===== config.mk =====
export PLATFORM = sky130hd
export DESIGN_NAME = cnratr_trim_ctrl_flat
export DESIGN_NICKNAME = d
export VERILOG_FILES = /design/src/rtl/cnratr_pkg.sv /design/src/rtl/cnratr_trim_ctrl_if.sv /design/src/rtl/cnratr_onehot_dec.sv /design/src/rtl/cnratr_trim_ctrl.sv /design/src/flat_wrapper.sv
export SDC_FILE = /design/constraint.sdc
export NUM_CORES = 1
export LEC_CHECK = 0
export CAP_MARGIN = 5
export CORE_UTILIZATION = 54
export CTS_BUF_LIST = sky130_fd_sc_hd__clkbuf_8 sky130_fd_sc_hd__clkbuf_16
export CTS_CLUSTER_DIAMETER = 200
export CTS_CLUSTER_SIZE = 40
export DETAILED_ROUTE_END_ITERATION = 6
export HOLD_SLACK_MARGIN = 0.1
export PLACE_DENSITY = 0.86
export SYNTH_ARGS = -nofsm -noshare
export SYNTH_HDL_FRONTEND = slang
export SYNTH_SLANG_ARGS = --single-unit

===== constraint.sdc =====
create_clock -name clk -period 4.3 [get_ports clk]
set_input_delay 1.29 -clock clk [delete_from_list [all_inputs] [get_ports clk]]
set_output_delay 1.29 -clock clk [all_outputs]
set_load 0.03 [all_outputs]

===== src/rtl/cnratr_pkg.sv =====
// Shared types and constants for the CNRATR trim calibration controller.
package cnratr_pkg;

  localparam int unsigned NVAR_DEFAULT = 20;
  localparam int unsigned CODE_W       = 5;
  localparam int unsigned CNT_W        = 8;
  localparam int unsigned BIT_W        = 3;
  localparam int unsigned TOP_BIT      = 4;

  // Variant index = col_idx * N_FIN + fin_idx
  // col {2,4,8,12}C, fingers {1F2,2F0,4F0,8F0,12F0}
  localparam int unsigned N_COL = 4;
  localparam int unsigned N_FIN = 5;

  typedef enum logic [1:0] {
    ST_IDLE  = 2'd0,
    ST_TRIAL = 2'd1,
    ST_WAIT  = 2'd2,
    ST_DONE  = 2'd3
  } state_e;

  typedef enum logic {
    PH_PCH = 1'b0,
    PH_NCH = 1'b1
  } phase_e;

  // Map a (column, finger) pair onto the flat variant index.
  function automatic logic [CODE_W-1:0] variant_idx(input logic [1:0] col_idx,
                                                    input logic [2:0] fin_idx);
    return CODE_W'(32'(col_idx) * N_FIN + 32'(fin_idx));
  endfunction

endpackage


===== src/rtl/cnratr_trim_ctrl_if.sv =====
// Control / comparator / gate-select bundle between the trim controller and its environment.
interface cnratr_trim_ctrl_if
  import cnratr_pkg::*;
#(
  parameter int unsigned NVAR = NVAR_DEFAULT
) ();

  logic              start_i;
  logic              abort_i;
  logic              cmp_i;
  logic [NVAR-1:0]   pch_sel_o;
  logic [NVAR-1:0]   nch_sel_o;
  logic [CODE_W-1:0] pch_code_o;
  logic [CODE_W-1:0] nch_code_o;
  logic              busy_o;
  logic              done_o;

  modport slave (
    input  start_i, abort_i, cmp_i,
    output pch_sel_o, nch_sel_o, pch_code_o, nch_code_o, busy_o, done_o
  );

  modport master (
    output start_i, abort_i, cmp_i,
    input  pch_sel_o, nch_sel_o, pch_code_o, nch_code_o, busy_o, done_o
  );

endinterface


===== src/rtl/cnratr_onehot_dec.sv =====
// Variant index to one-hot gate enable; out-of-range index or en_i=0 gives all zeros.
module cnratr_onehot_dec
  import cnratr_pkg::*;
#(
  parameter int unsigned NVAR = NVAR_DEFAULT
) (
  input  logic              en_i,
  input  logic [CODE_W-1:0] idx_i,
  output logic [NVAR-1:0]   onehot_o
);

  // Compare against every legal index so indices >= NVAR select nothing
  always_comb begin
    onehot_o = '0;
    for (int unsigned i = 0; i < NVAR; i++) begin
      if (en_i && (idx_i == CODE_W'(i))) onehot_o[i] = 1'b1;
    end
  end

endmodule


===== src/rtl/cnratr_trim_ctrl.sv =====
// Successive-approximation trim of PCH then NCH variant arrays against a comparator.
module cnratr_trim_ctrl
  import cnratr_pkg::*;
#(
  parameter int unsigned SETTLE = 4,
  parameter int unsigned NVAR   = NVAR_DEFAULT
) (
  input logic               clk,
  input logic               rst,
  cnratr_trim_ctrl_if.slave bus
);

  state_e             state_q;
  phase_e             phase_q;
  logic [BIT_W-1:0]   bit_q;
  logic [CODE_W-1:0]  code_q;
  logic [CNT_W-1:0]   cnt_q;
  logic [CODE_W-1:0]  pch_code_q;
  logic [CODE_W-1:0]  nch_code_q;
  logic               pch_vld_q;
  logic               nch_vld_q;
  logic               busy_q;
  logic               done_q;

  logic [CODE_W-1:0]  trial_c;
  logic               trial_ok_c;
  logic               active_c;
  logic               finish_c;
  logic [CODE_W-1:0]  new_code_c;
  logic [CODE_W-1:0]  pch_idx_c;
  logic [CODE_W-1:0]  nch_idx_c;
  logic               pch_en_c;
  logic               nch_en_c;

  // Trial value, bit-completion condition and select indices derived from state
  always_comb begin
    trial_c    = code_q | (CODE_W'(1) << bit_q);
    trial_ok_c = 32'(trial_c) < NVAR;
    active_c   = (state_q == ST_TRIAL) || (state_q == ST_WAIT);
    finish_c   = ((state_q == ST_TRIAL) && !trial_ok_c) ||
                 ((state_q == ST_WAIT) && (cnt_q == CNT_W'(1)));
    new_code_c = code_q;
    if ((state_q == ST_WAIT) && bus.cmp_i) new_code_c = trial_c;

    pch_idx_c = pch_code_q;
    pch_en_c  = pch_vld_q;
    nch_idx_c = nch_code_q;
    nch_en_c  = nch_vld_q;
    if (active_c && (phase_q == PH_PCH)) begin
      pch_idx_c = trial_c;
      pch_en_c  = 1'b1;
    end
    if (active_c && (phase_q == PH_NCH)) begin
      nch_idx_c = trial_c;
      nch_en_c  = 1'b1;
    end
  end

  // Calibration FSM; bit completion overrides the per-state default moves
  always_ff @(posedge clk or posedge rst) begin
    if (rst) begin
      state_q    <= ST_IDLE;
      phase_q    <= PH_PCH;
      bit_q      <= '0;
      code_q     <= '0;
      cnt_q      <= '0;
      pch_code_q <= '0;
      nch_code_q <= '0;
      pch_vld_q  <= 1'b0;
      nch_vld_q  <= 1'b0;
      busy_q     <= 1'b0;
      done_q     <= 1'b0;
    end else begin
      done_q <= 1'b0;
      case (state_q)
        ST_IDLE: begin
          if (bus.start_i) begin
            state_q <= ST_TRIAL;
            phase_q <= PH_PCH;
            bit_q   <= BIT_W'(TOP_BIT);
            code_q  <= '0;
            busy_q  <= 1'b1;
          end
        end
        ST_TRIAL: begin
          if (bus.abort_i) begin
            state_q <= ST_IDLE;
            busy_q  <= 1'b0;
          end else if (trial_ok_c) begin
            state_q <= ST_WAIT;
            cnt_q   <= CNT_W'(SETTLE);
          end
        end
        ST_WAIT: begin
          if (bus.abort_i) begin
            state_q <= ST_IDLE;
            busy_q  <= 1'b0;
          end else if (cnt_q != CNT_W'(1)) begin
            cnt_q <= cnt_q - CNT_W'(1);
          end
        end
        default: begin
          state_q <= ST_IDLE;
        end
      endcase

      if (finish_c && !bus.abort_i) begin
        if (bit_q != '0) begin
          state_q <= ST_TRIAL;
          bit_q   <= bit_q - BIT_W'(1);
          code_q  <= new_code_c;
        end else if (phase_q == PH_PCH) begin
          state_q    <= ST_TRIAL;
          pch_code_q <= new_code_c;
          pch_vld_q  <= 1'b1;
          phase_q    <= PH_NCH;
          code_q     <= '0;
          bit_q      <= BIT_W'(TOP_BIT);
        end else begin
          state_q    <= ST_DONE;
          nch_code_q <= new_code_c;
          nch_vld_q  <= 1'b1;
          busy_q     <= 1'b0;
          done_q     <= 1'b1;
        end
      end
    end
  end

  cnratr_onehot_dec #(.NVAR(NVAR)) u_pch_dec (
    .en_i     (pch_en_c),
    .idx_i    (pch_idx_c),
    .onehot_o (bus.pch_sel_o)
  );

  cnratr_onehot_dec #(.NVAR(NVAR)) u_nch_dec (
    .en_i     (nch_en_c),
    .idx_i    (nch_idx_c),
    .onehot_o (bus.nch_sel_o)
  );

  assign bus.pch_code_o = pch_code_q;
  assign bus.nch_code_o = nch_code_q;
  assign bus.busy_o     = busy_q;
  assign bus.done_o     = done_q;

endmodule


===== src/flat_wrapper.sv =====
// flat-port wrapper written by rule: the top's interface ports become plain ports
module cnratr_trim_ctrl_flat import cnratr_pkg::*;
#(
  parameter int unsigned SETTLE = 4,
  parameter int unsigned NVAR   = NVAR_DEFAULT
)
  (clk, rst, bus_start_i, bus_abort_i, bus_cmp_i, bus_pch_sel_o, bus_nch_sel_o, bus_pch_code_o, bus_nch_code_o, bus_busy_o, bus_done_o);
  cnratr_trim_ctrl_if #(.NVAR(NVAR)) bus_i ();
  input logic clk;
  input logic rst;
  input wire logic [$bits(bus_i.start_i)-1:0] bus_start_i;
  input wire logic [$bits(bus_i.abort_i)-1:0] bus_abort_i;
  input wire logic [$bits(bus_i.cmp_i)-1:0] bus_cmp_i;
  output wire logic [$bits(bus_i.pch_sel_o)-1:0] bus_pch_sel_o;
  output wire logic [$bits(bus_i.nch_sel_o)-1:0] bus_nch_sel_o;
  output wire logic [$bits(bus_i.pch_code_o)-1:0] bus_pch_code_o;
  output wire logic [$bits(bus_i.nch_code_o)-1:0] bus_nch_code_o;
  output wire logic [$bits(bus_i.busy_o)-1:0] bus_busy_o;
  output wire logic [$bits(bus_i.done_o)-1:0] bus_done_o;
  assign bus_i.start_i = bus_start_i;
  assign bus_i.abort_i = bus_abort_i;
  assign bus_i.cmp_i = bus_cmp_i;
  assign bus_pch_sel_o = bus_i.pch_sel_o;
  assign bus_nch_sel_o = bus_i.nch_sel_o;
  assign bus_pch_code_o = bus_i.pch_code_o;
  assign bus_nch_code_o = bus_i.nch_code_o;
  assign bus_busy_o = bus_i.busy_o;
  assign bus_done_o = bus_i.done_o;
  cnratr_trim_ctrl #(.SETTLE(SETTLE), .NVAR(NVAR)) u_core (.clk(clk), .rst(rst), .bus(bus_i));
endmodule

==> run_results.csv <==
group,metric,value,unit
status,status,"complete, no violations",
place,io_buffers,56,
power,p_seq_share,24.5,%
place,dp.cells,381,
routing,ant_nets,0,
clock_tree,h-tree-depth,2,
clock_tree,clk_latency,0.30,ns
clock_tree,post-cts-setup-buffers,0,
finish,syn2layout_area_growth,30.4,%
synthesis,netlist_area,2440,um^2
routing,viasPerCell,6.28,
setup_path,rrSetupSlack,1.71,ns
synthesis,synth_cell_type_count,53,
clock_tree,clock-sinks,33,
finish,n_antenna_cell,0,
synthesis,syn_inst,278,
power,swShare,51.0,%
synthesis,yosysMostFrequentCell,"nor3_1",
setup_path,endpoint_kind,"primary output",
synthesis,synth-seq-cells,33,
finish,final_util,73.0,%
synthesis,synth_top_cell_area_share,33.9,%
clock_tree,path_clk_slew,0.06,ns
flow_run,drv_cap,0,
setup_path,r2r_end,"u_core.bus.pch_code_o[4]",
sta,slew_headroom,51.9,%
floorplan,rows,24,
synthesis,ys_warn_count,0,
hold_path,hold_class,"reg -> reg",
synthesis,seq_area_frac_synth,33.9,%
floorplan,io_pins,57,
clock_tree,ctsResizeCount,24,
setup_path,startpoint,"u_core.state_q[0]",
place,dp_hpwl,4710,um
setup_path,crit_arrival,2.96,ns
power,power_frac_comb,60.6,%
routing,firstDrtPassIters,6,
sta,hold_viol,0,
place,gp_congestion,0.840,
sta,finalClockSkew,0.00815,ns
power,p_switching,0.819,mW
setup_path,cp.required,3.01,ns
floorplan,die_y,69.2,um
grt,grt_overflow,0,
setup_path,crit_end,"bus_nch_sel_o[6]",
setup_path,critPathLaunchType,"flip-flop",
hold_path,hold_depth,1,
finish,final_cell_count_no_fill,388,
sta,fmax,235,MHz
routing,routedWlPerCell,17.4,um
grt,antenna_found_initial,0,
setup_path,reg2reg_from,"u_core.state_q[0]",
grt,grt_pass1_vias,2158,
sta,finalCritPeriodShare,98.9,%
grt,grt_usage,27.5,%
finish,layout.area.seq,826,um^2
synthesis,yosys-top-cells-count,"nor3_1, dfrtp_1, nor2_1",
floorplan,design.die.area,4780,um^2
synthesis,ys.flop_type,"dfrtp_1",
finish,drive_gt1_share,17.0,%
power,power.density,506,nW/um^2
sta,period_minus_slack,4.25,ns
synthesis,synth_edf_count,0,
synthesis,synth_nets,294,
sta,slew_violations,0,
finish,fill_cells,314,
synthesis,synthArstFlopShare,100,%
synthesis,netlist_top_cells_area,"dfrtp_1, nor3_1, ha_1",
synthesis,synth_top_area_cell,"dfrtp_1",
sta,tightest_slew,0.722,ns
grt,grt_pass1_wl,10600,um
clock_tree,cts_hold_buf,0,
sta,fin_tns_setup,0,ns
clock_tree,clk_root_buffer_cell,"clkbuf_8",
sta,worst_hold_slack,0.513,ns
clock_tree,cts_tree,"yes",
routing,wl,6770,um
floorplan,die_w,69.2,um
setup_path,cp_max_fo,10,
clock_tree,cts_buffers,5,
routing,drt_iter0_drc,270,
synthesis,avgSynthCellArea,8.76,um^2
power,internal_power,0.789,mW
clock_tree,cts.path.max_buffers,2,
finish,fin_nets,352,
power,p_leak,1.54,nW
setup_path,criticalPathCategory,"reg -> out",
grt,grt_max_degree,34,
floorplan,initial_core_util,55.9,%
setup_path,worst_r2r_path_depth,6,
routing,post-route-drc-count,0,
floorplan,core_region_area,4350,um^2
routing,vias,2437,
sta,setup_viol,0,
finish,multi_input_area,1590,um^2
power,ir_drop,0.000242,V
power,clock_power_share,15.0,%
[critical path, stage by stage, from the launching register on]
cell             delay [ns]
dfrtp_1                0.40
inv_1                  0.08
ha_1                   0.34
buf_4                  0.19
and2_1                 0.20
a211oi_2               0.37
nand3_1                0.22
nor2_1                 0.16
clkdlybuf4s50_1        0.69
[worst min path at each step]
stage                                 from          endpoint  slack, ns
final                     u_core.nch_vld_q  u_core.nch_vld_q       0.51
after detailed placement  u_core.nch_vld_q  u_core.nch_vld_q       0.50
after floorplan           u_core.nch_vld_q  u_core.nch_vld_q       0.44
after global placement    u_core.nch_vld_q  u_core.nch_vld_q       0.48
after global routing      u_core.nch_vld_q  u_core.nch_vld_q       0.54
after CTS                 u_core.nch_vld_q  u_core.nch_vld_q       0.51
[logic make-up (layout without fill, tap and decap cells)]
kind of cell / count (synthesis) / after routing / synth area share (%)
buffers and inverters: 21 / 79 / 3.59
adder cells (fa/ha/maj): 11 / 11 / 5.65
AO/OA/AOI/OAI: 78 / 78 / 25.5
multiplexers: 10 / 10 / 4.62
flip-flops: 33 / 33 / 33.9
AND/OR/NAND/NOR: 125 / 125 / 26.8
[sequential cells by signal, summed over array words and instances, names as in the netlist]
signal and count:
u_core.bit_q 3, u_core.bus.busy_o 1, u_core.bus.done_o 1, u_core.bus.nch_code_o 5, u_core.bus.pch_code_o 5, u_core.cnt_q 8, u_core.code_q 5, u_core.nch_vld_q 1
u_core.pch_vld_q 1, u_core.phase_q 1, u_core.state_q 2
[cell usage in the layout, fill, tap and decap left out, types with 10 or more instances in the layout]
master           synthesis  layout
a21oi_1                 11      11
dfrtp_1                 33      33
dlymetal6s2s_1           0      10
mux2_2                  10      10
inv_1                   12      13
nor2_1                  28      28
nand3_1                 10      10
nand2_1                 16      16
nor3_1                  34      32
clkdlybuf4s50_1          0      29
ha_1                    11      11
[through the flow]
step / area, um^2 / setup WS (ns) / total power [mW]
after floorplan: 2440 / 0.676 / 1.11
after global placement: 3050 / 0.206 / 1.34
after detailed placement: 3050 / 0.0476 / 1.37
after CTS: 3150 / 0.00580 / 1.58
after global routing: 3180 / -0.0601 / 1.69
final: 3180 / 0.0478 / 1.61
[routing by layer]
layer  GRT usage [%]  vias up  routed length, um
met5               0        -                  0
met4            8.84        0                 94
met3            5.41       13                439
met2            43.8       96               3230
met1            37.5     1179               3010
li1                -     1149                  -
[cell type report]
cell class | instances | share of cell area [%]
clock inverters | 1 | 0.118
clock buffers | 6 | 2.60
inverters | 12 | 1.42
repair buffers | 60 | 17.9
flip-flops and latches | 33 | 26.0
well taps | 52 | 2.05
multi-input cells | 224 | 49.9
[power by group through the flow]
stage                     Clock (mW)  Sequential (mW)  Combinational (mW)
final                          0.241            0.393               0.974
after global routing           0.254            0.399                1.04
after CTS                      0.238            0.392               0.951
after detailed placement           0            0.398               0.968
after global placement             0            0.395               0.945
after floorplan                    0            0.398               0.709
Power figures use the tool's default switching activity.
